==> src/rtl/reg_file_master.sv <==
// rtl/reg_file_master.sv - burst command initiator driving a simple register file
module reg_file_master #(
   parameter int ADDR_WIDTH = 16,
   parameter int DATA_WIDTH = 16,
   parameter int LEN_WIDTH  = 4,
   parameter int RD_LATENCY = 1
) (
   input  logic                  CLK,
   input  logic                  RST,
   input  logic                  cmd_valid,
   output logic                  cmd_ready,
   input  logic                  cmd_write,
   input  logic [ADDR_WIDTH-1:0] cmd_addr,
   input  logic [LEN_WIDTH-1:0]  cmd_len,
   input  logic                  wdata_valid,
   output logic                  wdata_ready,
   input  logic [DATA_WIDTH-1:0] wdata,
   output logic                  rdata_valid,
   input  logic                  rdata_ready,
   output logic [DATA_WIDTH-1:0] rdata,
   output logic                  rdata_last,
   output logic                  done,
   output logic                  WrEn,
   output logic                  RdEn,
   output logic [ADDR_WIDTH-1:0] Address,
   output logic [DATA_WIDTH-1:0] WrData,
   input  logic [DATA_WIDTH-1:0] RdData
);

   localparam logic [2:0] IDLE     = 3'd0;
   localparam logic [2:0] WR       = 3'd1;
   localparam logic [2:0] RD_ISSUE = 3'd2;
   localparam logic [2:0] RD_WAIT  = 3'd3;
   localparam logic [2:0] RD_RESP  = 3'd4;
   localparam logic [2:0] DONE     = 3'd5;

   localparam int WAIT_W = (RD_LATENCY > 1) ? $clog2(RD_LATENCY) : 1;

   logic [2:0]            state_q, state_d;
   logic                  cmd_ready_q, cmd_ready_d;
   logic                  wdata_ready_q, wdata_ready_d;
   logic                  rdata_valid_q, rdata_valid_d;
   logic                  rdata_last_q, rdata_last_d;
   logic                  done_q, done_d;
   logic                  wr_en_q, wr_en_d;
   logic                  rd_en_q, rd_en_d;
   logic [ADDR_WIDTH-1:0] address_q, address_d;
   logic [DATA_WIDTH-1:0] wr_data_q, wr_data_d;
   logic [DATA_WIDTH-1:0] rdata_q, rdata_d;
   logic [ADDR_WIDTH-1:0] addr_cnt_q, addr_cnt_d;
   logic [LEN_WIDTH-1:0]  beats_q, beats_d;
   logic [WAIT_W-1:0]     wait_q, wait_d;

   always_comb begin
      state_d       = state_q;
      cmd_ready_d   = cmd_ready_q;
      wdata_ready_d = wdata_ready_q;
      rdata_valid_d = rdata_valid_q;
      rdata_last_d  = rdata_last_q;
      done_d        = 1'b0;
      wr_en_d       = 1'b0;
      rd_en_d       = 1'b0;
      address_d     = address_q;
      wr_data_d     = wr_data_q;
      rdata_d       = rdata_q;
      addr_cnt_d    = addr_cnt_q;
      beats_d       = beats_q;
      wait_d        = wait_q;

      case (state_q)
         IDLE: begin
            cmd_ready_d = 1'b1;
            if (cmd_valid && cmd_ready_q) begin
               cmd_ready_d = 1'b0;
               beats_d     = cmd_len;
               if (cmd_write) begin
                  state_d       = WR;
                  wdata_ready_d = 1'b1;
                  addr_cnt_d    = cmd_addr;
               end else begin
                  // First read is issued directly from the accept edge.
                  state_d    = RD_ISSUE;
                  rd_en_d    = 1'b1;
                  address_d  = cmd_addr;
                  addr_cnt_d = cmd_addr + ADDR_WIDTH'(1);
               end
            end
         end
         WR: begin
            // wdata_ready drops after the last beat so the final WrEn cycle stays in WR.
            if (wdata_ready_q) begin
               if (wdata_valid) begin
                  wr_en_d    = 1'b1;
                  address_d  = addr_cnt_q;
                  wr_data_d  = wdata;
                  addr_cnt_d = addr_cnt_q + ADDR_WIDTH'(1);
                  if (beats_q == '0) begin
                     wdata_ready_d = 1'b0;
                  end else begin
                     beats_d = beats_q - LEN_WIDTH'(1);
                  end
               end
            end else begin
               state_d = DONE;
               done_d  = 1'b1;
            end
         end
         RD_ISSUE: begin
            state_d = RD_WAIT;
            wait_d  = WAIT_W'(RD_LATENCY - 1);
         end
         RD_WAIT: begin
            if (wait_q == '0) begin
               state_d       = RD_RESP;
               rdata_d       = RdData;
               rdata_valid_d = 1'b1;
               rdata_last_d  = (beats_q == '0);
            end else begin
               wait_d = wait_q - WAIT_W'(1);
            end
         end
         RD_RESP: begin
            if (rdata_ready) begin
               rdata_valid_d = 1'b0;
               rdata_last_d  = 1'b0;
               if (beats_q == '0) begin
                  state_d = DONE;
                  done_d  = 1'b1;
               end else begin
                  beats_d    = beats_q - LEN_WIDTH'(1);
                  state_d    = RD_ISSUE;
                  rd_en_d    = 1'b1;
                  address_d  = addr_cnt_q;
                  addr_cnt_d = addr_cnt_q + ADDR_WIDTH'(1);
               end
            end
         end
         DONE: begin
            state_d     = IDLE;
            cmd_ready_d = 1'b1;
         end
         default: begin
            state_d = IDLE;
         end
      endcase
   end

   always_ff @(posedge CLK or negedge RST) begin
      if (!RST) begin
         state_q       <= IDLE;
         cmd_ready_q   <= 1'b0;
         wdata_ready_q <= 1'b0;
         rdata_valid_q <= 1'b0;
         rdata_last_q  <= 1'b0;
         done_q        <= 1'b0;
         wr_en_q       <= 1'b0;
         rd_en_q       <= 1'b0;
         address_q     <= '0;
         wr_data_q     <= '0;
         rdata_q       <= '0;
         addr_cnt_q    <= '0;
         beats_q       <= '0;
         wait_q        <= '0;
      end else begin
         state_q       <= state_d;
         cmd_ready_q   <= cmd_ready_d;
         wdata_ready_q <= wdata_ready_d;
         rdata_valid_q <= rdata_valid_d;
         rdata_last_q  <= rdata_last_d;
         done_q        <= done_d;
         wr_en_q       <= wr_en_d;
         rd_en_q       <= rd_en_d;
         address_q     <= address_d;
         wr_data_q     <= wr_data_d;
         rdata_q       <= rdata_d;
         addr_cnt_q    <= addr_cnt_d;
         beats_q       <= beats_d;
         wait_q        <= wait_d;
      end
   end

   assign cmd_ready   = cmd_ready_q;
   assign wdata_ready = wdata_ready_q;
   assign rdata_valid = rdata_valid_q;
   assign rdata_last  = rdata_last_q;
   assign rdata       = rdata_q;
   assign done        = done_q;
   assign WrEn        = wr_en_q;
   assign RdEn        = rd_en_q;
   assign Address     = address_q;
   assign WrData      = wr_data_q;

endmodule
==> config.mk <==
export PLATFORM = sky130hd
export DESIGN_NAME = reg_file_master
export DESIGN_NICKNAME = d
export VERILOG_FILES = /design/src/rtl/reg_file_master.sv
export SDC_FILE = /design/constraint.sdc
export NUM_CORES = 1
export LEC_CHECK = 0
export CORE_MARGIN = 4
export CORE_UTILIZATION = 30
export CTS_CLUSTER_SIZE = 30
export DETAILED_ROUTE_END_ITERATION = 12
export PLACE_DENSITY_LB_ADDON = 0.2
export SETUP_SLACK_MARGIN = 0.05
export SLEW_MARGIN = 20
export SYNTH_ARGS = -nofsm -noshare
export SYNTH_HDL_FRONTEND = slang
export SYNTH_SLANG_ARGS = --single-unit
==> constraint.sdc <==
create_clock -name CLK -period 2.1 [get_ports CLK]
set_input_delay 0.315 -clock CLK [delete_from_list [all_inputs] [get_ports CLK]]
set_output_delay 0.315 -clock CLK [all_outputs]
set_load 0.01 [all_outputs]
* Yosys cells after proc, flatten, opt, wreduce, memory -nomap -nowiden
Cells that the tools add are included.
** Operators by class
- $add $sub $neg :: 4
- $mul :: 0
- Div/mod/pow operators :: 0
- Magnitude comparators :: 0
- Equality and inequality tests :: 14
- Shift operators :: 0
- Multiplexer cells :: 53
- Bitwise operators :: 1
- Reductions and logical operators :: 16
** Operators with widths (count)
- two-way mux 16 bit :: 12
- case mux 16 bit (3 select lines) :: 2
- adder 16 x 1 -> 16 bit (second input constant) :: 2
- two-way mux 4 bit :: 5
- two-way mux 1 bit :: 19
- != test 2 bit (second input constant) :: 9
- two-way mux 3 bit :: 5
- case mux 3 bit (5 select lines) :: 1
- case mux 1 bit (2 select lines) :: 7
- case mux 4 bit (3 select lines) :: 1
- AND reduction 3 bit :: 3
- nonzero test 2 bit :: 4
- AND reduction 7 bit :: 1
- == test 3 x 2 -> 1 bit (second input constant) :: 2
- == test 3 bit (second input constant) :: 2
- AND reduction 6 bit :: 1
- AND reduction 5 bit :: 1
- logical NOT 4 bit :: 1
- AND reduction 4 bit :: 1
- subtractor 4 x 1 -> 4 bit (second input constant) :: 1
- == test 3 x 1 -> 1 bit (second input constant) :: 1
- logical NOT 3 bit :: 1
- nonzero test 3 bit :: 1
- two-way mux 2 bit :: 1
- 4 further kinds :: 4
** Storage, ports and cells
- Bits in registers :: 79
- Bits in latches :: 0
- Bits in writable memories :: 0
- ROM bits :: 0
- Input bits :: 58
- Output and inout bits :: 55
- Logic and storage cells :: 102
- Memories kept :: 0

* Depth between registers and ports, before layout
Gate-level depths: netlist of run 1.
- Depth after elaboration :: 5
- Gate-level depth with buffers :: 8
- Mapped depth without buffers :: 7

* Worst setup path before layout of run 1
Ideal clock, no wire load.
- Path kind :: flip-flop to flip-flop
- From :: register beats_q[0]
- To :: register addr_cnt_q[0]
- Arrival time :: 1.798 ns
- Required time :: 1.976 ns
- Slack :: 0.178 ns
- Cell stages (with the launch flop) :: 9
- Buffers on the path :: 1
- Period minus slack after synthesis :: 1.922 ns
- Cells stage by stage :: dfrtp_1 -> inv_1 -> ha_1 -> nor3b_2 -> a21o_1 -> a211o_1 -> buf_2 -> nor3_1 -> a211o_1
** On the way
- Cells in the longest elaborated chain, start to end :: 3
** RTL lines
- start, declared :: line 51 : logic [LEN_WIDTH-1:0] beats_q, beats_d;
- start signal, assigned :: line 177 : beats_q <= beats_d;
- logical NOT 4 bit :: line 126 : if (beats_q == '0) begin
- != test 2 bit (no source line)
- AND reduction 6 bit (no source line)
- end signal, assigned :: line 176 : addr_cnt_q <= addr_cnt_d;
- end, declared :: line 50 : logic [ADDR_WIDTH-1:0] addr_cnt_q, addr_cnt_d;
No other way between the ends.
A chain may end at the register's enable or synchronous reset.

* Worst setup path after layout of run 1
- From :: register beats_q[1]
- To :: register addr_cnt_q[15]
Same word-level chain as after synthesis.

==> results of run 1 <==
area by class of cell:
type / instances / area share [%]
tap: 176 / 3.67
clock inverter: 5 / 0.563
clock buffer: 10 / 3.98
inverter: 5 / 0.313
timing repair buffer: 157 / 25.6
multi-input combinational: 288 / 33.4
sequential: 78 / 32.5
cell families after synthesis:
group	Yosys count	share of synthesized area, %
muxes	46	12.4
and+or+nand+nor	118	15.5
adders and majority gates	3	0.927
AOI/OAI and AO/OA	106	16.4
DFF	78	48.2
xor gates and xnor gates	15	3.24
buffers and inverters	28	3.37
worst paths after layout:
path,end,depth (start not counted)
setup reg to reg,addr_cnt_q[15]$_DFFE_PN0P_,8
max in group asynchronous,rdata[9]$_DFFE_PN0P_,3
min in group CLK,Address[8]$_DFFE_PN0P_,2
setup / recovery,addr_cnt_q[15]$_DFFE_PN0P_,8
hold reg to reg,Address[8]$_DFFE_PN0P_,2
hold / removal,Address[6]$_DFFE_PN0P_,2
registers in the layout, indices dropped and copies added (netlist names):
register     cells
Address         16
WrData          16
addr_cnt_q      16
rdata           16
beats_q          4
state_q          3
RdEn             1
WrEn             1
cmd_ready        1
done             1
rdata_last       1
rdata_valid      1
wdata_ready      1
power by group through the flow:
stage               Sequential (mW)  Combinational [mW]  Clock, mW
floorplan                      2.97                2.25          0
global placement               2.79                4.54          0
detailed placement             2.82                4.60          0
CTS                            2.79                4.62       1.49
global route                   2.91                5.14       1.56
finish                         2.80                4.70       1.44
what timing repair did:
item / 4_1_cts / 5_1_grt
hold endpoints to repair: 27 / 0
hold buffers: 1 / 0
cloned: 0 / 0
pin swaps: 0 / 1
buffers inserted: 0 / 4
endpoints found under the setup margin: 3 / 30
gates resized for setup: 1 / 9
metrics by stage:
step | utilization, % | TNS [ns] | hold WS (ns) | power, mW
after floorplan | - | 0 | 0.0194 | 5.22
after global placement | 42.7 | -0.167 | 0.284 | 7.33
after detailed placement | 42.7 | -0.229 | 0.281 | 7.41
after CTS | 44.9 | 0 | 0.453 | 8.90
after global routing | 45.3 | 0 | 0.498 | 9.60
final | 45.3 | 0 | 0.462 | 8.93
metal layers:
metal  track usage (%)  vias up  share of wire (%)
met4              5.68        0                1.6
li1                  -     1732                  -
met1              19.7     1707                 44
met5                 0        -                  0
met3              3.09       14                6.8
met2              23.1      133                 47
Yosys cell counts (2+ instances only):
master,n
nand3_1,9
nor2_1,19
inv_1,3
a211oi_1,2
ha_1,3
o22ai_1,6
mux2_1,32
dfrtp_1,78
mux2i_1,14
nand4_1,8
a31oi_1,2
a22o_1,2
clkbuf_1,7
o21ai_1,25
and3_1,4
nor3b_1,2
buf_4,2
a2bb2oi_1,3
nand2_1,39
inv_2,2
a31o_1,2
buf_2,13
nor4_1,4
o22a_1,2
o21ai_0,10
a21oi_1,31
nor3_1,7
nand2b_2,2
or4_1,2
nor2b_1,2
xnor2_1,9
xor2_1,6
a21o_1,5
nand4b_1,2
and4b_1,2
or3_1,4
nand2b_1,4
a211o_1,3
==> metrics.txt, run 1 <==
setup violators final 0; RD Place Congestion around 0.9; syn_nets between 400 and 500; Ports ~110; Post-synth top flop dfrtp_1; WP data required roughly 2.3 ns; clk_lat worst skew 0.34 ns; reg-to-reg setup timing slack between 0.09 and 0.1 ns; Initial Utilization between 30% and 40%; Yosys top cell area share about 48%; Reg clk slew, reported paths about 0.060 ns; Hold Path Class input port to async pin; combinational share of power between 50% and 60%; Root Buffer clkbuf_16; clk sinks slightly below 80; most frequent cells in the layout 111 x clkdlybuf4s50_1, 77 x dfrtp_1, 39 x nand2_1, 39 x buf_4, 32 x mux2_1; Sw Ratio 37.6%; CP Max Fanout 16; area of the multi-input gates approximately 0.002 mm2; CP delay by family, top compound AO/OA/AOI/OAI gates; syn_area_per_cell 10.3 um2; Crit path largest cell delay around 0.4 ns; Finished Cell Area 0.00600 mm2; Reg power frac 31.3%; Power Internal 5.58 mW; Bufs and invs on worst path 3; worst slack at placement -0.151 ns; Slowest-stage cell, CP dfrtp_1; CTS buffer count 9; leading cell type in the layout, fill and taps excluded clkdlybuf4s50_1; initial antenna violation count 0; Rel. slew slack approximately 72%; top cells by area, synth dfrtp_1 48%, mux2_1 8.9%, a21oi_1 3.8%, nand2_1 3.6%, mux2i_1 3.5%; Final ANT Viol Nets 0; Post-Place Cell Area 0.00566 mm2; Max-Cap Viols 0; clock buffer depth 2; share of post-route cells with drive strength above 1 between 10% and 20%; vias per cell ~5.0; fin crit share a little over nine tenths; ANT cells 0; switching power of the nets approximately 3.4 mW; final wirelength between 10 and 15 mm; Mapped Area approximately 0.0041 mm2; Reg-to-Reg Start beats_q[1]$_DFFE_PN0P_; Initial DRC Count about 200; GR Util All Layers 14.6%; Non-Filler Instances 719; Post-Synthesis Cells approximately 390; placed cell count 699; Die X 124 um; core area roughly 0.013 mm2; Area Overhead vs Synth 48.2%; Final Hold Viols 0; first-pass GRT wire length roughly 18 mm; Final HPWL DP 8.24 mm; largest net degree at the start of global routing 37; worst-case vdd ir drop around 0.5 mV; FF/Latch Area between 0.0015 and 0.002 mm2; die span in y roughly 120 um; Critical Path Start beats_q[1]$_DFFE_PN0P_; wire per inst approximately 15 um; WP data arrival ~2.2 ns; Yosys top cell by area dfrtp_1; setup slack after layout 0.0957 ns; EDFF count, synth 0; drt pass-1 iters 5; Async SR Flop Fraction 100%; sequential share of the synthesized area between 40% and 50%; Post-Route Skew 0.00484 ns; P_leak 2.50 nW; H-tree depth 3; CTS tree built; Netlist cell types 60; Yosys reg bits just under 80; Pwr per Cell Area 1490 mW/mm2; synth warn 0; Residual DRC 0; launching element type of the critical path register; Port Buffer Count 112; Final Max Tran Viols 0; outcome completed; Die Area between 0.015 and 0.02 mm2; Slew @ Worst Pin 0.422 ns; CP Cell Sequence inv_1 > ha_2 > nor3b_4 > a21o_1 > a211oi_4 > buf_12 > buf_4 > a221o_1; crit end category register; RSZ-0062 raised after global routing yes; Clk pwr share between 10% and 20%; total grt overflow 0; vias in the first global route ~3,500; minimum clock period 2.00 ns; critical path type register to register; fillers around 1,300; Vias 3,586; Peak Freq roughly 500 MHz; # nets final 600; Rows between 40 and 50
Note: power is estimated with default switching activity, not from simulation.
==> inputs of run 2 (changes only) <==
CORE_MARGIN = 5   (was 4)
DONT_BUFFER_PORTS = 1   (was default)
==> run 2 against run 1 <==
  * Die area rose by 3.2%
  * Power fell by 10%
  * The flow now finishes with violations (hold timing)
  * Count of clock-buffer cells in the layout rose by 1
  * Sequential share of layout area rose by 8.8 points
  * First-iteration DRC count rose by 8.1%
  * Critical path type unchanged
  * Critical path depth did not move
  * Design area fell by 21%
  * Wire length fell by 3.2%
  * Largest cell class unchanged
==> metrics.txt, run 2 (synthesis gave the netlist of run 1 again) <==
outcome complete, but fails checks (was completed); failing checks hold timing; Die X 126 um (was 124 um); Root Buffer clkbuf_16 (unchanged); clock buffer depth 2 (unchanged); worst r2r path cells 8 (unchanged); GR Util All Layers 13.4% (was 14.6%); RD Place Congestion 0.795 (was 0.903); setup slack after layout 0.131 ns (was 0.0957 ns); Reg clk slew, reported paths 0.06 ns (about the same); CTS tree built (unchanged); CTS buffer count 9 (unchanged); minimum clock period 1.97 ns (was 2.00 ns); Sw Ratio 39.7% (was 37.6%); critical path type register to register (unchanged); Pwr per Cell Area 1700 mW/mm2 (was 1490 mW/mm2); CP endpoint addr_cnt_q[15]$_DFFE_PN0P_ (unchanged); die span in y 126 um (was 124 um); Ports 113 (unchanged); Port Buffer Count 0 (was 112); Max-Cap Viols 0 (unchanged); P_leak 1.98 nW (was 2.50 nW); ANT cells 0 (unchanged); H-tree depth 3 (unchanged); Die Area 0.0159 mm2 (was 0.0154 mm2); Non-Filler Instances 584 (was 719); WP data arrival 2.19 ns (was 2.23 ns); most frequent cells in the layout 77 x dfrtp_1, 39 x nand2_1, 32 x mux2_1 (was 111 x clkdlybuf4s50_1, 77 x dfrtp_1, 39 x nand2_1, 39 x buf_4, 32 x mux2_1); Critical Path Start beats_q[0]$_DFFE_PN0P_ (was beats_q[1]$_DFFE_PN0P_); CP Cell Sequence inv_1 > ha_2 > nor3b_4 > a21o_1 > a211oi_4 > buf_4 > clkbuf_16 > a221o_1 (was inv_1 > ha_2 > nor3b_4 > a21o_1 > a211oi_4 > buf_12 > buf_4 > a221o_1); total grt overflow 0 (unchanged); combinational share of power 39.6% (was 52.6%); crit end category register (unchanged); Final Max Tran Viols 0 (unchanged); endpoint of the worst register-to-register path addr_cnt_q[15]$_DFFE_PN0P_ (unchanged); # nets final 464 (was 600); setup_tns 0 ns (unchanged); clk sinks 78 (unchanged); Reg power frac 39.1% (was 31.3%); first-pass GRT wire length 17.0 mm (was 17.5 mm); Slew @ Worst Pin 0.434 ns (was 0.422 ns); Residual DRC 0 (unchanged); core area 0.0132 mm2 (unchanged); drt pass-1 iters 4 (was 5); Slowest-stage cell, CP dfrtp_1 (unchanged); vias in the first global route 3,132 (was 3,452); Final ANT Viol Nets 0 (unchanged); Initial DRC Count 213 (was 197); Hold Worst Slack -0.329 ns (was 0.462 ns); worst slack at placement 0.0975 ns (was -0.151 ns); worst-case vdd ir drop 0.615 mV (was 0.514 mV); setup violators final 0 (unchanged); Final HPWL DP 7.68 mm (was 8.24 mm); Crit path largest cell delay 0.38 ns (was 0.40 ns); reg-to-reg setup timing slack 0.13 ns (was 0.1 ns); Hold Path Class input port to async pin (unchanged); fin crit share 93.8% (was 95.4%); largest net degree at the start of global routing 79 (was 37); clk_lat worst skew 0.34 ns (about the same); switching power of the nets 3.19 mW (was 3.36 mW); Rel. slew slack 70.8% (was 71.8%); Power Internal 4.84 mW (was 5.58 mW); Post-Route Skew 0.00643 ns (was 0.00484 ns); Total Power 8.03 mW (was 8.93 mW); wire per inst 18.3 um (was 15.3 um); launching element type of the critical path register (unchanged); Peak Freq 508 MHz (was 499 MHz); final wirelength 10.7 mm (was 11.0 mm); Area Overhead vs Synth 16.7% (was 48.2%); RSZ-0062 raised after global routing no (was yes); Clk pwr share 21.3% (was 16.1%); WP data required 2.32 ns (about the same); placed cell count 564 (was 699); CP Max Fanout 11 (was 16); Post-Place Cell Area 0.00434 mm2 (was 0.00566 mm2); Finished Cell Area 0.00472 mm2 (was 0.00600 mm2); Reg-to-Reg Start beats_q[0]$_DFFE_PN0P_ (was beats_q[1]$_DFFE_PN0P_); Vias 3,092 (was 3,586); Initial Utilization 30.6% (unchanged); vias per cell 5.29 (was 4.99); initial antenna violation count 0 (unchanged); share of post-route cells with drive strength above 1 13.2% (was 15.1%); Final Hold Viols 78 (was 0); fin util 35.7% (was 45.3%); Rows 42 (unchanged); leading cell type in the layout, fill and taps excluded dfrtp_1 (was clkdlybuf4s50_1)
==> run 2: worst min-delay path by stage <==
stage	to	slack, ns	start
3_5_place_dp	rdata[9]$_DFFE_PN0P_	0.02	RST
3_3_place_gp	rdata[9]$_DFFE_PN0P_	0.02	RST
2_1_floorplan	Address[0]$_DFFE_PN0P_	0.02	RST
4_1_cts	beats_q[1]$_DFFE_PN0P_	-0.35	RST
5_1_grt	WrData[5]$_DFFE_PN0P_	-0.35	RST
6_report	rdata_valid$_DFFE_PN0P_	-0.33	RST
==> run 2: layout make-up <==
type | count | area (um2)
Fill cell | 1355 | 8520
Multi-Input combinational cell | 288 | 1980
Sequential cell | 78 | 1950
Clock buffer | 11 | 243
Timing Repair Buffer | 21 | 225
Tap cell | 176 | 220
Clock inverter | 5 | 81.3
Inverter | 5 | 18.8
==> run 2: what timing repair did <==
action / CTS / global route
hold endpoints to repair: 78 / 78
setup endpoints to repair: 0 / 10
buffers inserted: 0 / 3
resized for setup: 0 / 5
==> run 2: per-layer routing <==
metal	track usage, %	wire length (um)	vias to the layer above
li1	-	-	1453
met1	17.5	4610	1514
met2	19.7	4810	107
met3	5.21	1040	18
met4	5.87	231	0
met5	0	0	-
==> run 2: critical path: cells and delay by family (launching register included) <==
| kind | cells | cell delay, ns |
|---|---|---|
| flip-flops | 1 | 0.38 |
| AO/OA/AOI/OAI | 3 | 0.64 |
| buffers and inverters | 3 | 0.40 |
| adder cells (fa/ha/maj) | 1 | 0.19 |
| AND/OR/NAND/NOR | 1 | 0.23 |
==> run 2: power by group through the flow <==
stage	Clock (mW)	Combinational, mW	Sequential, mW
6_report	1.71	3.18	3.14
4_1_cts	1.76	3.03	3.17
5_1_grt	1.82	3.56	3.25
2_1_floorplan	0	2.25	2.97
3_3_place_gp	0	2.95	3.17
3_5_place_dp	0	3.02	3.20
